**src/rtl/sync_fifo.sv**
```systemverilog
// Synchronous first-word-fall-through FIFO with count and threshold flags.
// Define SYNC_FIFO_ERR_FLAGS_EN to enable the sticky overflow/underflow flags.
module sync_fifo #(
  parameter int DATA_WIDTH = 8,
  parameter int ADDR_WIDTH = 2,
  parameter int AF_LEVEL   = (2**ADDR_WIDTH) - 1,
  parameter int AE_LEVEL   = 1
) (
  input  logic                  clk,
  input  logic                  reset,
  input  logic                  wr,
  input  logic [DATA_WIDTH-1:0] w_data,
  input  logic                  rd,
  output logic [DATA_WIDTH-1:0] r_data,
  output logic                  full,
  output logic                  empty,
  output logic                  almost_full,
  output logic                  almost_empty,
  output logic [ADDR_WIDTH:0]   count,
  output logic                  overflow,
  output logic                  underflow
);

  localparam int DEPTH = 2**ADDR_WIDTH;
  localparam logic [ADDR_WIDTH:0] DEPTH_C = (ADDR_WIDTH+1)'(DEPTH);
  localparam logic [ADDR_WIDTH:0] AF_C    = (ADDR_WIDTH+1)'(AF_LEVEL);
  localparam logic [ADDR_WIDTH:0] AE_C    = (ADDR_WIDTH+1)'(AE_LEVEL);

  logic [DATA_WIDTH-1:0] mem_q [DEPTH];
  logic [DATA_WIDTH-1:0] mem_d [DEPTH];
  logic [ADDR_WIDTH-1:0] wr_ptr_q, wr_ptr_d;
  logic [ADDR_WIDTH-1:0] rd_ptr_q, rd_ptr_d;
  logic [ADDR_WIDTH:0]   count_q, count_d;
  logic                  do_push, do_pop;

  // Handshake: wr acts as push-valid with ready = !full (or a pop in the same
  // cycle); rd acts as pop-valid with ready = !empty. Unaccepted requests are dropped.
  assign do_pop  = rd && (count_q != '0);
  assign do_push = wr && ((count_q != DEPTH_C) || do_pop);

  always_comb begin
    mem_d    = mem_q;
    wr_ptr_d = wr_ptr_q;
    rd_ptr_d = rd_ptr_q;
    count_d  = count_q;
    if (do_push) begin
      mem_d[wr_ptr_q] = w_data;
      wr_ptr_d        = wr_ptr_q + ADDR_WIDTH'(1);
    end
    if (do_pop) begin
      rd_ptr_d = rd_ptr_q + ADDR_WIDTH'(1);
    end
    if (do_push && !do_pop) begin
      count_d = count_q + (ADDR_WIDTH+1)'(1);
    end else if (do_pop && !do_push) begin
      count_d = count_q - (ADDR_WIDTH+1)'(1);
    end
  end

  always_ff @(posedge clk) begin
    if (reset) begin
      for (int i = 0; i < DEPTH; i++) begin
        mem_q[i] <= '0;
      end
      wr_ptr_q <= '0;
      rd_ptr_q <= '0;
      count_q  <= '0;
    end else begin
      mem_q    <= mem_d;
      wr_ptr_q <= wr_ptr_d;
      rd_ptr_q <= rd_ptr_d;
      count_q  <= count_d;
    end
  end

  assign r_data       = mem_q[rd_ptr_q];
  assign count        = count_q;
  assign full         = (count_q == DEPTH_C);
  assign empty        = (count_q == '0);
  assign almost_full  = (count_q >= AF_C);
  assign almost_empty = (count_q <= AE_C);

`ifdef SYNC_FIFO_ERR_FLAGS_EN
  logic overflow_q, overflow_d;
  logic underflow_q, underflow_d;

  // A push is only dropped when full with no pop; a pop is dropped whenever empty.
  always_comb begin
    overflow_d  = overflow_q  || (wr && (count_q == DEPTH_C) && !rd);
    underflow_d = underflow_q || (rd && (count_q == '0));
  end

  always_ff @(posedge clk) begin
    if (reset) begin
      overflow_q  <= 1'b0;
      underflow_q <= 1'b0;
    end else begin
      overflow_q  <= overflow_d;
      underflow_q <= underflow_d;
    end
  end

  assign overflow  = overflow_q;
  assign underflow = underflow_q;
`else
  assign overflow  = 1'b0;
  assign underflow = 1'b0;
`endif

endmodule

```
**config.mk**
```make
export PLATFORM = sky130hd
export DESIGN_NAME = sync_fifo
export DESIGN_NICKNAME = d
export VERILOG_FILES = /design/src/rtl/sync_fifo.sv
export SDC_FILE = /design/constraint.sdc
export NUM_CORES = 1
export LEC_CHECK = 0
export CAP_MARGIN = 20
export CORE_MARGIN = 2
export CORE_UTILIZATION = 35
export DETAILED_ROUTE_END_ITERATION = 10
export PLACE_DENSITY_LB_ADDON = 0.12
export SETUP_SLACK_MARGIN = 0.5
export SYNTH_ARGS = -nofsm -noshare
export SYNTH_HDL_FRONTEND = slang
export SYNTH_SLANG_ARGS = --single-unit
```
**constraint.sdc**
```tcl
create_clock -name clk -period 2.06 [get_ports clk]
set_clock_uncertainty 0.2 [all_clocks]
set_input_delay 0.618 -clock clk [delete_from_list [all_inputs] [get_ports clk]]
set_output_delay 0.618 -clock clk [all_outputs]
set_load 0.01 [all_outputs]
```
# [Word level (Yosys, flattened, before mapping)]
# Index checks and enable logic that the tools add are counted.
[classes] n_addsub=4 n_lt_le_gt_ge=5 eq_ne=2 muxes=8 bitwise=2 n_reduce_logical=11
[op_table] op="32-bit bitwise mux" n=1
[op_table] op="8-bit 2-to-1 mux" n=3
[op_table] op="8-bit binary-select mux with 2-bit select" n=1
[op_table] op="8-bit demux with 2-bit select" n=1
[op_table] op="3-bit >= comparator, second input constant" n=2
[op_table] op="3-bit 2-to-1 mux" n=2
[op_table] op="2-bit inverter with 3-bit output" n=2
[op_table] op="1-bit logical AND" n=5
[op_table] op="2-bit by 1-bit adder with 2-bit output, second input constant" n=2
[op_table] op="3-bit by 1-bit adder with 3-bit output, second input constant" n=1
[op_table] op="3-bit == test, second input constant" n=1
[op_table] op="3-bit by 2-bit >= comparator with 1-bit output, second input constant" n=1
[op_table] op="3-bit by 1-bit <= comparator with 1-bit output, second input constant" n=1
[op_table] op="3-bit zero test" n=1
[op_table] op="3-bit by 1-bit < comparator with 1-bit output, second input constant" n=1
[op_table] op="3-bit != test, second input constant" n=1
[op_table] op="3-bit nonzero test" n=1
[op_table] op="3-bit by 1-bit subtractor with 3-bit output, second input constant" n=1
[op_table] op="1-bit zero test" n=2
[op_table] op="2-bit nonzero test" n=1
[op_table] op="1-bit logical OR" n=1
[totals] ff_bits=39 input_bits=12 wordCells=39

# [Longest topological paths before layout]
[depth] word_depth=8 ltp_mapped=8

# [Worst setup path before layout]
# Ideal clock, no wire load.
[synth_timing] kind="reg2out" from="reg rd_ptr_q[0]" to="out r_data[0]" arrival_time_ns=1.124 t_required_ns=1.242 setup_slack_ns=0.118 path_stages_with_launch=3 path_buffers=1 path_cell_list="dfxtp_1 > buf_2 > mux4_2"
[synth_between] elab_chain_cells=4
[synth_rtl] element="start: declaration" line_no="32" text="logic [ADDR_WIDTH-1:0] rd_ptr_q, rd_ptr_d;"
[synth_rtl] element="start signal: assignment" line_no="71" text="rd_ptr_q <= rd_ptr_d;"
[synth_rtl] element="2-bit inverter with 3-bit output (implied by the code)" line_no="76" text="assign r_data = mem_q[rd_ptr_q];"
[synth_rtl] element="8-bit binary-select mux with 2-bit select" line_no="76"
[synth_rtl] element="8-bit 2-to-1 mux (implied by the code) (2 in a row)" line_no="76"
[synth_rtl] element="end: declaration" line_no="14" text="output logic [DATA_WIDTH-1:0] r_data,"
# Every way passes these cells. The select of a mux whose other input is x is not followed.

# [Final worst setup path]
[layout_timing] from="reg rd_ptr_q[0]" to="out r_data[7]"
# Same word-level chain as after synthesis.

==> impl_results.rst <==
.. list-table::
   :header-rows: 1

   * - Metric
     - Value
   * - Master cell of the clock root buffer
     - sky130_fd_sc_hd__clkbuf_8
   * - Min-delay worst type
     - flop to flop
   * - Number of clock sinks
     - 39
   * - Combinational family with the most area after synthesis
     - multiplexers
   * - Top flip-flop cell by instance count after synthesis
     - sky130_fd_sc_hd__dfxtp_1
   * - Detail-routed net length per standard cell
     - 15.00 µm
   * - Layout Nets
     - 271
   * - Startpoint of the worst register-to-register path
     - count[1]
   * - Leakage
     - 1.385 nW
   * - Worst Slack Setup Final
     - -0.1935 ns
   * - TritonCTS clock tree
     - built
   * - Max Slew Vio Count
     - 0
   * - Post-route minimum period
     - 2.254 ns
   * - Share of the clock period used by the worst path
     - 109.4%
   * - Crit path launch
     - rd_ptr_q[0]
   * - Netlist area before placement
     - 0.001999 mm²
   * - Kind of critical path
     - flop to output port
   * - Vias after detailed routing
     - 1515
   * - Simple-gate share of the synthesized area
     - 20.40%
   * - Most frequent cells in the layout
     - sky130_fd_sc_hd__nand2b_1 (40), sky130_fd_sc_hd__dfxtp_1 (34), sky130_fd_sc_hd__mux2i_1 (33)
   * - Critical Path Sink Type
     - output port
   * - Share of the yosys chip area belonging to registers
     - 39.05%
   * - Worst-Skew Late Latency
     - 0.28 ns
   * - Adder-cell area share of the yosys netlist
     - 6.258%
   * - Maximum clock frequency
     - 443.8 MHz
   * - Initial antenna violation count
     - 0
   * - Pin count of the biggest net entering global routing
     - 26
   * - Full die area
     - 0.006333 mm²
   * - ANT nets after route
     - 0
   * - Max H-tree Level
     - 2
   * - Detailed Place HPWL
     - 3101 µm
   * - I/O pin count
     - 29
   * - Final antenna diode count
     - 0
   * - Post-synth ARST share
     - 0%
   * - Count of hold-fix buffers inserted at cts
     - 0
   * - Share of cell area taken by muxes after synthesis
     - 26.10%
   * - Critical path required time
     - 1.24 ns
   * - Chip Height
     - 79.58 µm
   * - First-pass GRT wire length
     - 7990 µm
   * - Via count of the first global-routing pass
     - 1679
   * - Floorplan core area
     - 0.005507 mm²
   * - Violated checks
     - setup timing
   * - Critical path arrival
     - 1.44 ns
   * - Total power
     - 3.347 mW
   * - Fillcell total
     - 475
   * - Pre-CTS setup slack
     - -0.3481 ns
   * - Post-synthesis cell count
     - 186
   * - RSZ-0062 raised after global routing
     - yes
   * - Netlist cell types
     - 30
   * - DRT Pass-1 Iters
     - 4
   * - Clock edge transition at the registers on the reported setup and hold paths
     - 0.07 ns
   * - Area growth syn-to-layout
     - 52.94%
   * - Final Hold Slack
     - 0.2746 ns
   * - Final weighted congestion in routability-driven placement
     - 0.7083
   * - Fraction of the mapped netlist area in compound gates
     - 2.503%
   * - Startpoint type of the worst setup path
     - flop
   * - Result of the run
     - complete, but fails checks
   * - Overall fraction of global-route tracks in use
     - 16.67%
   * - Starting DRC count in detailed routing
     - 51
   * - Final global-route overflow total
     - 0
   * - Final Hold Fails
     - 0
   * - CTS buffer count
     - 5
   * - Hold Crit Start
     - mem_q[18]
   * - Post-detailed-route via-to-cell ratio
     - 4.705
   * - Per-instance average area after synthesis
     - 10.75 µm²
   * - Total length of routed wires
     - 4830 µm
   * - Flip-flop and latch count after synthesis
     - 39
   * - Peak ir drop on the vdd network
     - 920.6 µV
   * - Detailed-route DRC error count
     - 0
   * - Max_cap viols
     - 0
   * - Total setup violations reported at the end of the flow
     - 12
   * - Die extent in x
     - 79.58 µm
   * - Number of enable flip-flop cells after synthesis
     - 0
   * - Number of cell rows
     - 27
   * - Worst-path fanout max
     - 5
   * - Most frequent standard cell in the layout excluding fill and tap cells
     - sky130_fd_sc_hd__nand2b_1
   * - Number of port buffers
     - 26
   * - Number of warning messages in the yosys log
     - 0
   * - CTS max path bufs
     - 2
   * - Pwr dens
     - 1095 mW/mm²
   * - Starting density of the core
     - 36.31%
   * - Share of final-layout standard cells stronger than drive strength 1
     - 40.40%
   * - Share of the synthesized netlist area taken by xor and xnor gates
     - 0.8761%
[worst max-delay path, cell delays in order, from the launching register on]
cell	delay, ns
sky130_fd_sc_hd__dfxtp_4	0.36
sky130_fd_sc_hd__buf_12	0.12
sky130_fd_sc_hd__mux4_2	0.52
sky130_fd_sc_hd__buf_6	0.14
[synth_stat cells (2+ instances only)]
master / instances / area share [%]
sky130_fd_sc_hd__nand2b_1: 41 / 13
sky130_fd_sc_hd__dfxtp_1: 39 / 39
sky130_fd_sc_hd__mux2i_1: 33 / 17
sky130_fd_sc_hd__ha_1: 10 / 6.3
sky130_fd_sc_hd__mux4_2: 8 / 9.0
sky130_fd_sc_hd__inv_1: 7 / 1.3
sky130_fd_sc_hd__nor2_1: 7 / 1.3
sky130_fd_sc_hd__clkbuf_1: 6 / 1.1
sky130_fd_sc_hd__o21ai_0: 4 / 1.0
sky130_fd_sc_hd__a21oi_1: 3 / 0.75
sky130_fd_sc_hd__buf_4: 3 / 1.1
sky130_fd_sc_hd__nand3_2: 3 / 1.5
sky130_fd_sc_hd__and2_1: 2 / 0.63
sky130_fd_sc_hd__buf_2: 2 / 0.50
sky130_fd_sc_hd__nand3_1: 2 / 0.50
sky130_fd_sc_hd__nor2b_1: 2 / 0.63
[worst paths after layout]
check,endpoint,slack (ns),depth (start not counted)
worst min-delay path,mem_q[18],0.27,2
worst min register to register,mem_q[18],0.27,2
worst max-delay path,r_data[7],-0.19,3
worst max register to register,count[2],0.07,11
[cell families after synthesis]
logic type | count (synthesis)
other cells | 1
fa+ha+maj | 10
simple gates | 64
buf+inv | 19
flops | 39
xor+xnor | 2
compound gates | 9
mux | 42
[what timing repair did]
item / in CTS / in global routing
setup endpoints to repair: 54 / 52
setup buffers: 13 / 4
pin swaps: 13 / 6
resized for setup: 97 / 11
gates cloned: 1 / 0
[metal layers]
layer,wire (µm),share of wire (%),up-vias,GRT usage [%]
met3,160,3.3,11,3.620
li1,-,-,749,-
met2,2475,51,28,29.41
met1,2110,44,727,19.84
met5,0,0,-,0
met4,83,1.7,0,5.862
[final cells by class]
| class | count | area [µm²] | share of cell area [%] |
|---|---|---|---|
| clock buffer | 7 | 76.32 | 2.496 |
| timing repair buffer | 67 | 772.0 | 25.25 |
| tap | 72 | 90.09 | 2.946 |
| multi-input combinational | 129 | 1274 | 41.65 |
| inverter | 7 | 43.79 | 1.432 |
| sequential | 39 | 797.0 | 26.06 |
| clock inverter | 1 | 5.005 | 0.1637 |
[where the power goes]
part / switching, mW / total (mW) / leakage [nW] / internal, mW
Combinational: 0.757 / 1.91 / 1.02 / 1.16
Sequential: 0.0758 / 0.938 / 0.320 / 0.862
Clock: 0.256 / 0.494 / 0.0422 / 0.238
[sequential cells by signal, indices dropped and copies added, names as in the netlist]
register  cells
rd_ptr_q      2
mem_q        32
wr_ptr_q      2
count         3
[stage by stage]
stage               utilization (%)  cell area (µm²)  cells  TNS, ns
global placement              47.76             2630    296   -4.318
global route                  55.53             3058    322   -2.238
CTS                           54.08             2978    318   -1.788
finish                        55.53             3058    322   -1.626
floorplan                         -             2128    187        0
detailed placement            47.76             2630    296   -5.261
No activity file was read; power rests on OpenSTA's default activity.
